$ cat src/rtl/riscv_fetch_decode.sv
// rtl/riscv_fetch_decode.sv - RV32I fetch/decode front end with fetch queue, redirect and immediate generation
module riscv_fetch_decode #(
    parameter int              XLEN      = 32,
    parameter int              FQ_DEPTH  = 4,
    parameter int              MAX_OUTST = 2,
    parameter logic [XLEN-1:0] RESET_PC  = '0
) (
    input  logic                        clk,
    input  logic                        rst,
    output logic                        imem_req_valid,
    input  logic                        imem_req_ready,
    output logic [XLEN-1:0]             imem_req_addr,
    input  logic                        imem_rsp_valid,
    input  logic [31:0]                 imem_rsp_data,
    input  logic                        redirect_valid,
    input  logic [XLEN-1:0]             redirect_pc,
    input  logic                        stall_in,
    output logic                        dec_valid,
    output logic [XLEN-1:0]             dec_pc,
    output logic [6:0]                  dec_opcode,
    output logic [4:0]                  dec_rd,
    output logic [4:0]                  dec_rs1,
    output logic [4:0]                  dec_rs2,
    output logic [2:0]                  dec_funct3,
    output logic [6:0]                  dec_funct7,
    output logic [XLEN-1:0]             dec_imm,
    output logic                        dec_illegal,
    output logic [$clog2(FQ_DEPTH):0]   fq_count
);

    localparam int CW = $clog2(FQ_DEPTH) + 1;
    localparam int PW = $clog2(FQ_DEPTH);
    localparam int OW = $clog2(MAX_OUTST + 1);
    localparam int FW = (MAX_OUTST > 1) ? $clog2(MAX_OUTST) : 1;

    // PC generation and in-flight bookkeeping
    logic [XLEN-1:0] r_pc;
    logic [OW-1:0]   r_outst;
    logic [OW-1:0]   r_drop;

    // Addresses of in-flight requests, consumed in order by responses
    logic [XLEN-1:0] r_pf_pc [MAX_OUTST];
    logic [FW-1:0]   r_pf_rd;
    logic [FW-1:0]   r_pf_wr;

    // Fetch queue
    logic [31:0]     r_fq_instr [FQ_DEPTH];
    logic [XLEN-1:0] r_fq_pc    [FQ_DEPTH];
    logic [PW-1:0]   r_rd_ptr;
    logic [PW-1:0]   r_wr_ptr;
    logic [CW-1:0]   r_count;

    // Decode bundle
    logic            r_dec_valid;
    logic [XLEN-1:0] r_dec_pc;
    logic [31:0]     r_dec_instr;
    logic [XLEN-1:0] r_dec_imm;
    logic            r_dec_illegal;

    logic            w_req_valid;
    logic            w_req_fire;
    logic            w_rsp_drop;
    logic            w_push;
    logic            w_pop;
    logic [XLEN-1:0] w_rsp_pc;
    logic [XLEN-1:0] w_redirect_pc;
    logic [31:0]     w_instr;
    logic [31:0]     w_imm32;
    logic            w_illegal;

    function automatic logic [FW-1:0] pf_next(input logic [FW-1:0] p);
        if (int'(p) == MAX_OUTST - 1) return '0;
        else return p + FW'(1);
    endfunction

    // Credit: queue slots already used plus responses still owed must leave room
    assign w_req_valid   = !rst && ((int'(r_count) + int'(r_outst)) < FQ_DEPTH)
                                && (int'(r_outst) < MAX_OUTST);
    assign w_req_fire    = w_req_valid && imem_req_ready;
    assign w_rsp_drop    = imem_rsp_valid && ((r_drop != '0) || redirect_valid);
    assign w_push        = imem_rsp_valid && !w_rsp_drop;
    assign w_pop         = (!r_dec_valid || !stall_in) && (r_count != '0) && !redirect_valid;
    assign w_rsp_pc      = r_pf_pc[r_pf_rd];
    assign w_redirect_pc = redirect_pc & ~XLEN'(3);
    assign w_instr       = r_fq_instr[r_rd_ptr];

    // Immediate generation and legality check for the queue head
    always_comb begin
        w_imm32   = '0;
        w_illegal = 1'b0;
        case (w_instr[6:0])
            7'b0000011, 7'b0010011, 7'b1100111:
                w_imm32 = {{20{w_instr[31]}}, w_instr[31:20]};
            7'b0100011:
                w_imm32 = {{20{w_instr[31]}}, w_instr[31:25], w_instr[11:7]};
            7'b1100011:
                w_imm32 = {{19{w_instr[31]}}, w_instr[31], w_instr[7], w_instr[30:25],
                           w_instr[11:8], 1'b0};
            7'b0110111, 7'b0010111:
                w_imm32 = {w_instr[31:12], 12'b0};
            7'b1101111:
                w_imm32 = {{11{w_instr[31]}}, w_instr[31], w_instr[19:12], w_instr[20],
                           w_instr[30:21], 1'b0};
            7'b0110011, 7'b1110011, 7'b0001111:
                w_imm32 = '0;
            default:
                w_illegal = 1'b1;
        endcase
    end

    // PC, outstanding count, drop count and queue pointers
    always_ff @(posedge clk) begin
        if (rst) begin
            r_pc     <= RESET_PC;
            r_outst  <= '0;
            r_drop   <= '0;
            r_pf_rd  <= '0;
            r_pf_wr  <= '0;
            r_rd_ptr <= '0;
            r_wr_ptr <= '0;
            r_count  <= '0;
        end else begin
            r_outst <= r_outst + OW'(w_req_fire) - OW'(imem_rsp_valid);
            if (w_req_fire) r_pf_wr <= pf_next(r_pf_wr);
            if (imem_rsp_valid) r_pf_rd <= pf_next(r_pf_rd);

            if (redirect_valid) begin
                r_pc     <= w_redirect_pc;
                // Everything still owed by memory belongs to the old path
                r_drop   <= r_outst - OW'(imem_rsp_valid) + OW'(w_req_fire);
                r_rd_ptr <= '0;
                r_wr_ptr <= '0;
                r_count  <= '0;
            end else begin
                if (w_req_fire) r_pc <= r_pc + XLEN'(4);
                if (imem_rsp_valid && (r_drop != '0)) r_drop <= r_drop - OW'(1);
                if (w_push) r_wr_ptr <= r_wr_ptr + PW'(1);
                if (w_pop) r_rd_ptr <= r_rd_ptr + PW'(1);
                r_count <= r_count + CW'(w_push) - CW'(w_pop);
            end
        end
    end

    // Storage for queue entries and in-flight request addresses
    always_ff @(posedge clk) begin
        if (w_push) begin
            r_fq_instr[r_wr_ptr] <= imem_rsp_data;
            r_fq_pc[r_wr_ptr]    <= w_rsp_pc;
        end
        if (w_req_fire) r_pf_pc[r_pf_wr] <= r_pc;
    end

    // Decode register: load from queue head, hold under stall, clear on redirect
    always_ff @(posedge clk) begin
        if (rst) begin
            r_dec_valid   <= 1'b0;
            r_dec_pc      <= '0;
            r_dec_instr   <= '0;
            r_dec_imm     <= '0;
            r_dec_illegal <= 1'b0;
        end else if (redirect_valid) begin
            r_dec_valid <= 1'b0;
        end else if (w_pop) begin
            r_dec_valid   <= 1'b1;
            r_dec_pc      <= r_fq_pc[r_rd_ptr];
            r_dec_instr   <= w_instr;
            r_dec_imm     <= XLEN'($signed(w_imm32));
            r_dec_illegal <= w_illegal;
        end else if (!stall_in) begin
            r_dec_valid <= 1'b0;
        end
    end

    assign imem_req_valid = w_req_valid;
    assign imem_req_addr  = r_pc;
    assign dec_valid      = r_dec_valid;
    assign dec_pc         = r_dec_pc;
    assign dec_opcode     = r_dec_instr[6:0];
    assign dec_rd         = r_dec_instr[11:7];
    assign dec_funct3     = r_dec_instr[14:12];
    assign dec_rs1        = r_dec_instr[19:15];
    assign dec_rs2        = r_dec_instr[24:20];
    assign dec_funct7     = r_dec_instr[31:25];
    assign dec_imm        = r_dec_imm;
    assign dec_illegal    = r_dec_illegal;
    assign fq_count       = r_count;

endmodule

$ cat config.mk
export PLATFORM = sky130hd
export DESIGN_NAME = riscv_fetch_decode
export DESIGN_NICKNAME = d
export VERILOG_FILES = /design/src/rtl/riscv_fetch_decode.sv
export SDC_FILE = /design/constraint.sdc
export NUM_CORES = 1
export LEC_CHECK = 0
export BUFFER_PORTS_ARGS = -buffer_cell sky130_fd_sc_hd__buf_2
export CAP_MARGIN = 0
export CORE_ASPECT_RATIO = 2
export CORE_MARGIN = 2
export CORE_UTILIZATION = 24
export DETAILED_ROUTE_END_ITERATION = 10
export GPL_TIMING_DRIVEN = 0
export SLEW_MARGIN = 20
export SYNTH_ARGS = -nofsm -noshare
export SYNTH_HDL_FRONTEND = slang
export SYNTH_SLANG_ARGS = --single-unit
$ cat constraint.sdc
create_clock -name clk -period 8 [get_ports clk]
set_input_delay 1.2 -clock clk [delete_from_list [all_inputs] [get_ports clk]]
set_output_delay 1.2 -clock clk [all_outputs]
set_load 0.01 [all_outputs]
==> metrics.cfg <==
[cells_and_area]
syn2layout_area_growth_pct=21.3
drive_gt1_share_pct=27.9
layout.nets=1483

[synth]
syn_area_mm2=0.0172
synth-edff-count=308
ys_warn_count=0
avgSynthCellArea_um2=14.9
yosysUniqueCellTypes=61
ys_ff_latch=450
ys.flop_type=edfxtp_1
ys_async_sr_fraction_pct=0
synth.yosys.seq_area_share_pct=70.3
syn_inst=1153

[global_route]
grt_pass1_wl_um=70900
grt_start_max_net_pins=40
grt_overflow=0
grt_pass1_vias=10900
antenna_found_initial=11
track_usage_pct=12.9

[clock_network]
clk_pin_slew_ns=0.07
clk_path_buf_depth=3
cts_sinks=450
cts_setup_buffers=0
htreeDepth=2
cts_root_buf=clkbuf_16
ctsHoldBuffers=0
cts_resized=0
clock_latency_ns=0.58
cts_tree=done
numCtsBuffers=42

[worst_hold_path]
hp-class=register to register
whs_path_depth=2
holdPathEnd=dec_imm[3]$_SDFFE_PP0P_
hp-start=dec_imm[3]$_SDFFE_PP0P_

[floorplan]
die_w_um=193
row_count=138
die_h_um=383
io_pins=204
core_area_mm2=0.0708
die_area_mm2=0.0739
initial_core_util_pct=24.3

[timing]
holdWs_ns=0.446
fin_crit_sh_pct=50.1
period_minus_slack_ns=4.01
tns_ns=0
timing.fmax_ghz=0.249
worstMarginPinSlew_ns=0.995
slew_headroom_pct=33.6
rsz0062_at_grt=no
finalHoldViolations=0
setup_violations=0
slew_violations=0
skew_ns=0.0379

[route]
top_layer_used=met5
drc=0
detail_route.wirelength_um=48100
dr_wl_met2_um=25200
vias_per_cell=4.49
first_iter_violations=512
wire_per_inst_um=20.5
routedLengthMet1_um=17200
met3_length_um=4120
postRouteAntennaNets=0
firstDrtPassIters=7
num_vias=10500

[critical_path]
rrSetupSlack_ns=4.23
cp_common_cell=clkbuf_1
endpoint_kind=register
cp.required_ns=8.48
timing.critical_path.buf_inv=5
reg2reg_depth=10
cp-start-kind=primary input
path_cells=clkbuf_1 > or3b_2 > clkbuf_1 > inv_2 > clkbuf_1 > ha_1 > inv_1 > ha_1 > fa_1 > and3_1
worstSetupPathType=primary input to register
r2r-start=fq_count[1]$_SDFF_PP0_
crit_path_top_delay_cell=clkbuf_1
cp_slowest_stage_delay_ns=0.69
crit_fanout=10
crit_arrival_ns=4.49
critPathTopFamily=buffers and inverters
timing.rr.end=fq_count[1]$_SDFF_PP0_

[placed_design]
place_congestion=0.869
dp_hpwl_um=36100
port_buffers=196

[power]
powerDensity_mw_per_mm2=243
ir_drop_mv=0.128
p_leak_uw=0.00707

[flow_run]
maxCapViolations=0

[outcome]
status=completed

[cell usage in the layout (no fill, tap or decap), drive strengths merged, types with 2 or more instances in the layout]
| cell | netlist | layout |
|---|---|---|
| conb | 1 | 4 |
| buf | 24 | 225 |
| nor4b | 9 | 9 |
| a21oi | 89 | 89 |
| a22oi | 5 | 5 |
| clkinv | 1 | 17 |
| mux2 | 30 | 30 |
| a32oi | 3 | 3 |
| ha | 11 | 11 |
| o31ai | 3 | 3 |
| xor2 | 6 | 6 |
| or3b | 2 | 2 |
| nand2 | 170 | 170 |
| or2 | 2 | 2 |
| nand4b | 3 | 3 |
| inv | 28 | 30 |
| nor4 | 6 | 6 |
| nor3 | 8 | 8 |
| clkinvlp | 0 | 3 |
| edfxtp | 308 | 308 |
| a221o | 11 | 11 |
| and2 | 8 | 8 |
| a221oi | 2 | 2 |
| nor2b | 6 | 6 |
| a311oi | 7 | 7 |
| or4 | 2 | 2 |
| a211oi | 18 | 18 |
| a2111oi | 8 | 8 |
| and4 | 10 | 10 |
| nor2 | 36 | 36 |
| nand4 | 17 | 17 |
| o21ai | 25 | 25 |
| and3 | 10 | 10 |
| o221a | 2 | 2 |
| mux4 | 62 | 62 |
| xnor2 | 17 | 17 |
| nand3 | 7 | 7 |
| clkbuf | 46 | 103 |
| dfxtp | 142 | 142 |
[worst min-delay path, stage by stage (launching register included)]
cell and delay (ns):
dfxtp_1 0.31, nand2_1 0.05, o21ai_1 0.05
[state kept, by name (all words and copies together), names as in the netlist, named ones only]
| name | flops |
|---|---|
| r_wr_ptr | 2 |
| imem_req_addr | 30 |
| r_pf_pc | 60 |
| r_rd_ptr | 2 |
| r_pf_wr | 1 |
| dec_valid | 1 |
| dec_imm | 32 |
| fq_count | 3 |
| r_pf_rd | 1 |
| r_dec_instr | 32 |
| r_fq_pc | 120 |
| r_drop | 2 |
| r_outst | 2 |
| dec_pc | 30 |
| dec_illegal | 1 |
| r_fq_instr | 128 |
[cells in the mapped netlist (5+ instances only)]
| cell type | count | area (µm²) |
|---|---|---|
| a2111oi_0 | 7 | 61.3 |
| a211oi_1 | 17 | 128 |
| a21oi_1 | 88 | 440 |
| a221o_2 | 10 | 113 |
| a22oi_1 | 5 | 37.5 |
| a311oi_1 | 7 | 61.3 |
| and2_1 | 8 | 50.1 |
| and3_1 | 10 | 62.6 |
| and4_1 | 10 | 87.6 |
| buf_1 | 11 | 41.3 |
| buf_2 | 6 | 30.0 |
| clkbuf_1 | 46 | 173 |
| dfxtp_1 | 142 | 2840 |
| edfxtp_1 | 308 | 9250 |
| ha_1 | 11 | 138 |
| inv_1 | 26 | 97.6 |
| mux2_2 | 30 | 338 |
| mux4_2 | 62 | 1400 |
| nand2_1 | 170 | 638 |
| nand3_1 | 7 | 35.0 |
| nand4_1 | 17 | 106 |
| nor2_1 | 36 | 135 |
| nor2b_1 | 6 | 37.5 |
| nor3_1 | 8 | 40.0 |
| nor4b_1 | 7 | 61.3 |
| o21ai_0 | 15 | 75.1 |
| o21ai_1 | 10 | 50.1 |
| xnor2_1 | 17 | 149 |
| xor2_1 | 6 | 52.6 |
[power breakdown]
group	switching (µW)	internal (µW)
sequential	49.9	2600
clock	893	1060
combinational	285	172
[logic make-up after synthesis]
kind of cell             count (synthesis)  synth area share, %
multiplexers                            92                 10.1
other                                    1               0.0218
buffers and inverters                   99                 2.42
AO/OA/AOI/OAI                          177                 6.68
XOR/XNOR                                23                 1.17
adder cells (fa/ha/maj)                 12                0.917
AND/OR/NAND/NOR                        299                 8.36
flip-flops                             450                 70.3
[worst max-delay path by stage]
stage	depth (start not counted)	slack, ns	start	endpoint
3_5_place_dp	10	3.21	redirect_valid	fq_count[1]$_SDFF_PP0_
4_1_cts	10	3.83	redirect_valid	fq_count[1]$_SDFF_PP0_
6_report	10	3.99	redirect_valid	fq_count[1]$_SDFF_PP0_
3_3_place_gp	4	2.58	redirect_valid	r_fq_instr[0][25]$_DFFE_PP_
5_1_grt	10	3.72	redirect_valid	fq_count[1]$_SDFF_PP0_
2_1_floorplan	4	4.31	redirect_valid	r_fq_instr[0][0]$_DFFE_PP_
[area by class of cell]
class / count / area (µm²)
antenna: 1 / 2.50
buffer: 70 / 308
clock buffer: 57 / 1190
clock inverter: 21 / 171
fill: 7176 / 49900
inverter: 29 / 109
multi-input combinational: 607 / 4720
sequential: 450 / 12100
tap: 910 / 1140
timing repair buffer: 201 / 1120
[per-stage QoR]
step / worst slack, ns / power (µW) / cells / area (µm²) / util, %
finish: 3.99 / 5060 / 2346 / 20900 / 29.5
global route: 3.72 / 5260 / 2345 / 20800 / 29.4
CTS: 3.83 / 5130 / 2345 / 20800 / 29.4
detailed placement: 3.21 / 3170 / 2267 / 19500 / 27.5
global placement: 2.58 / 3150 / 2262 / 19300 / 27.3
floorplan: 4.31 / 2970 / 1156 / 17200 / -
[layer usage]
metal | global-route usage, % | vias to the layer above
met3 | 4.60 | 93
met5 | 0 | -
li1 | - | 4856
met1 | 13.3 | 5213
met4 | 4.85 | 10
met2 | 23.6 | 350
(Power assumes the default switching activity.)
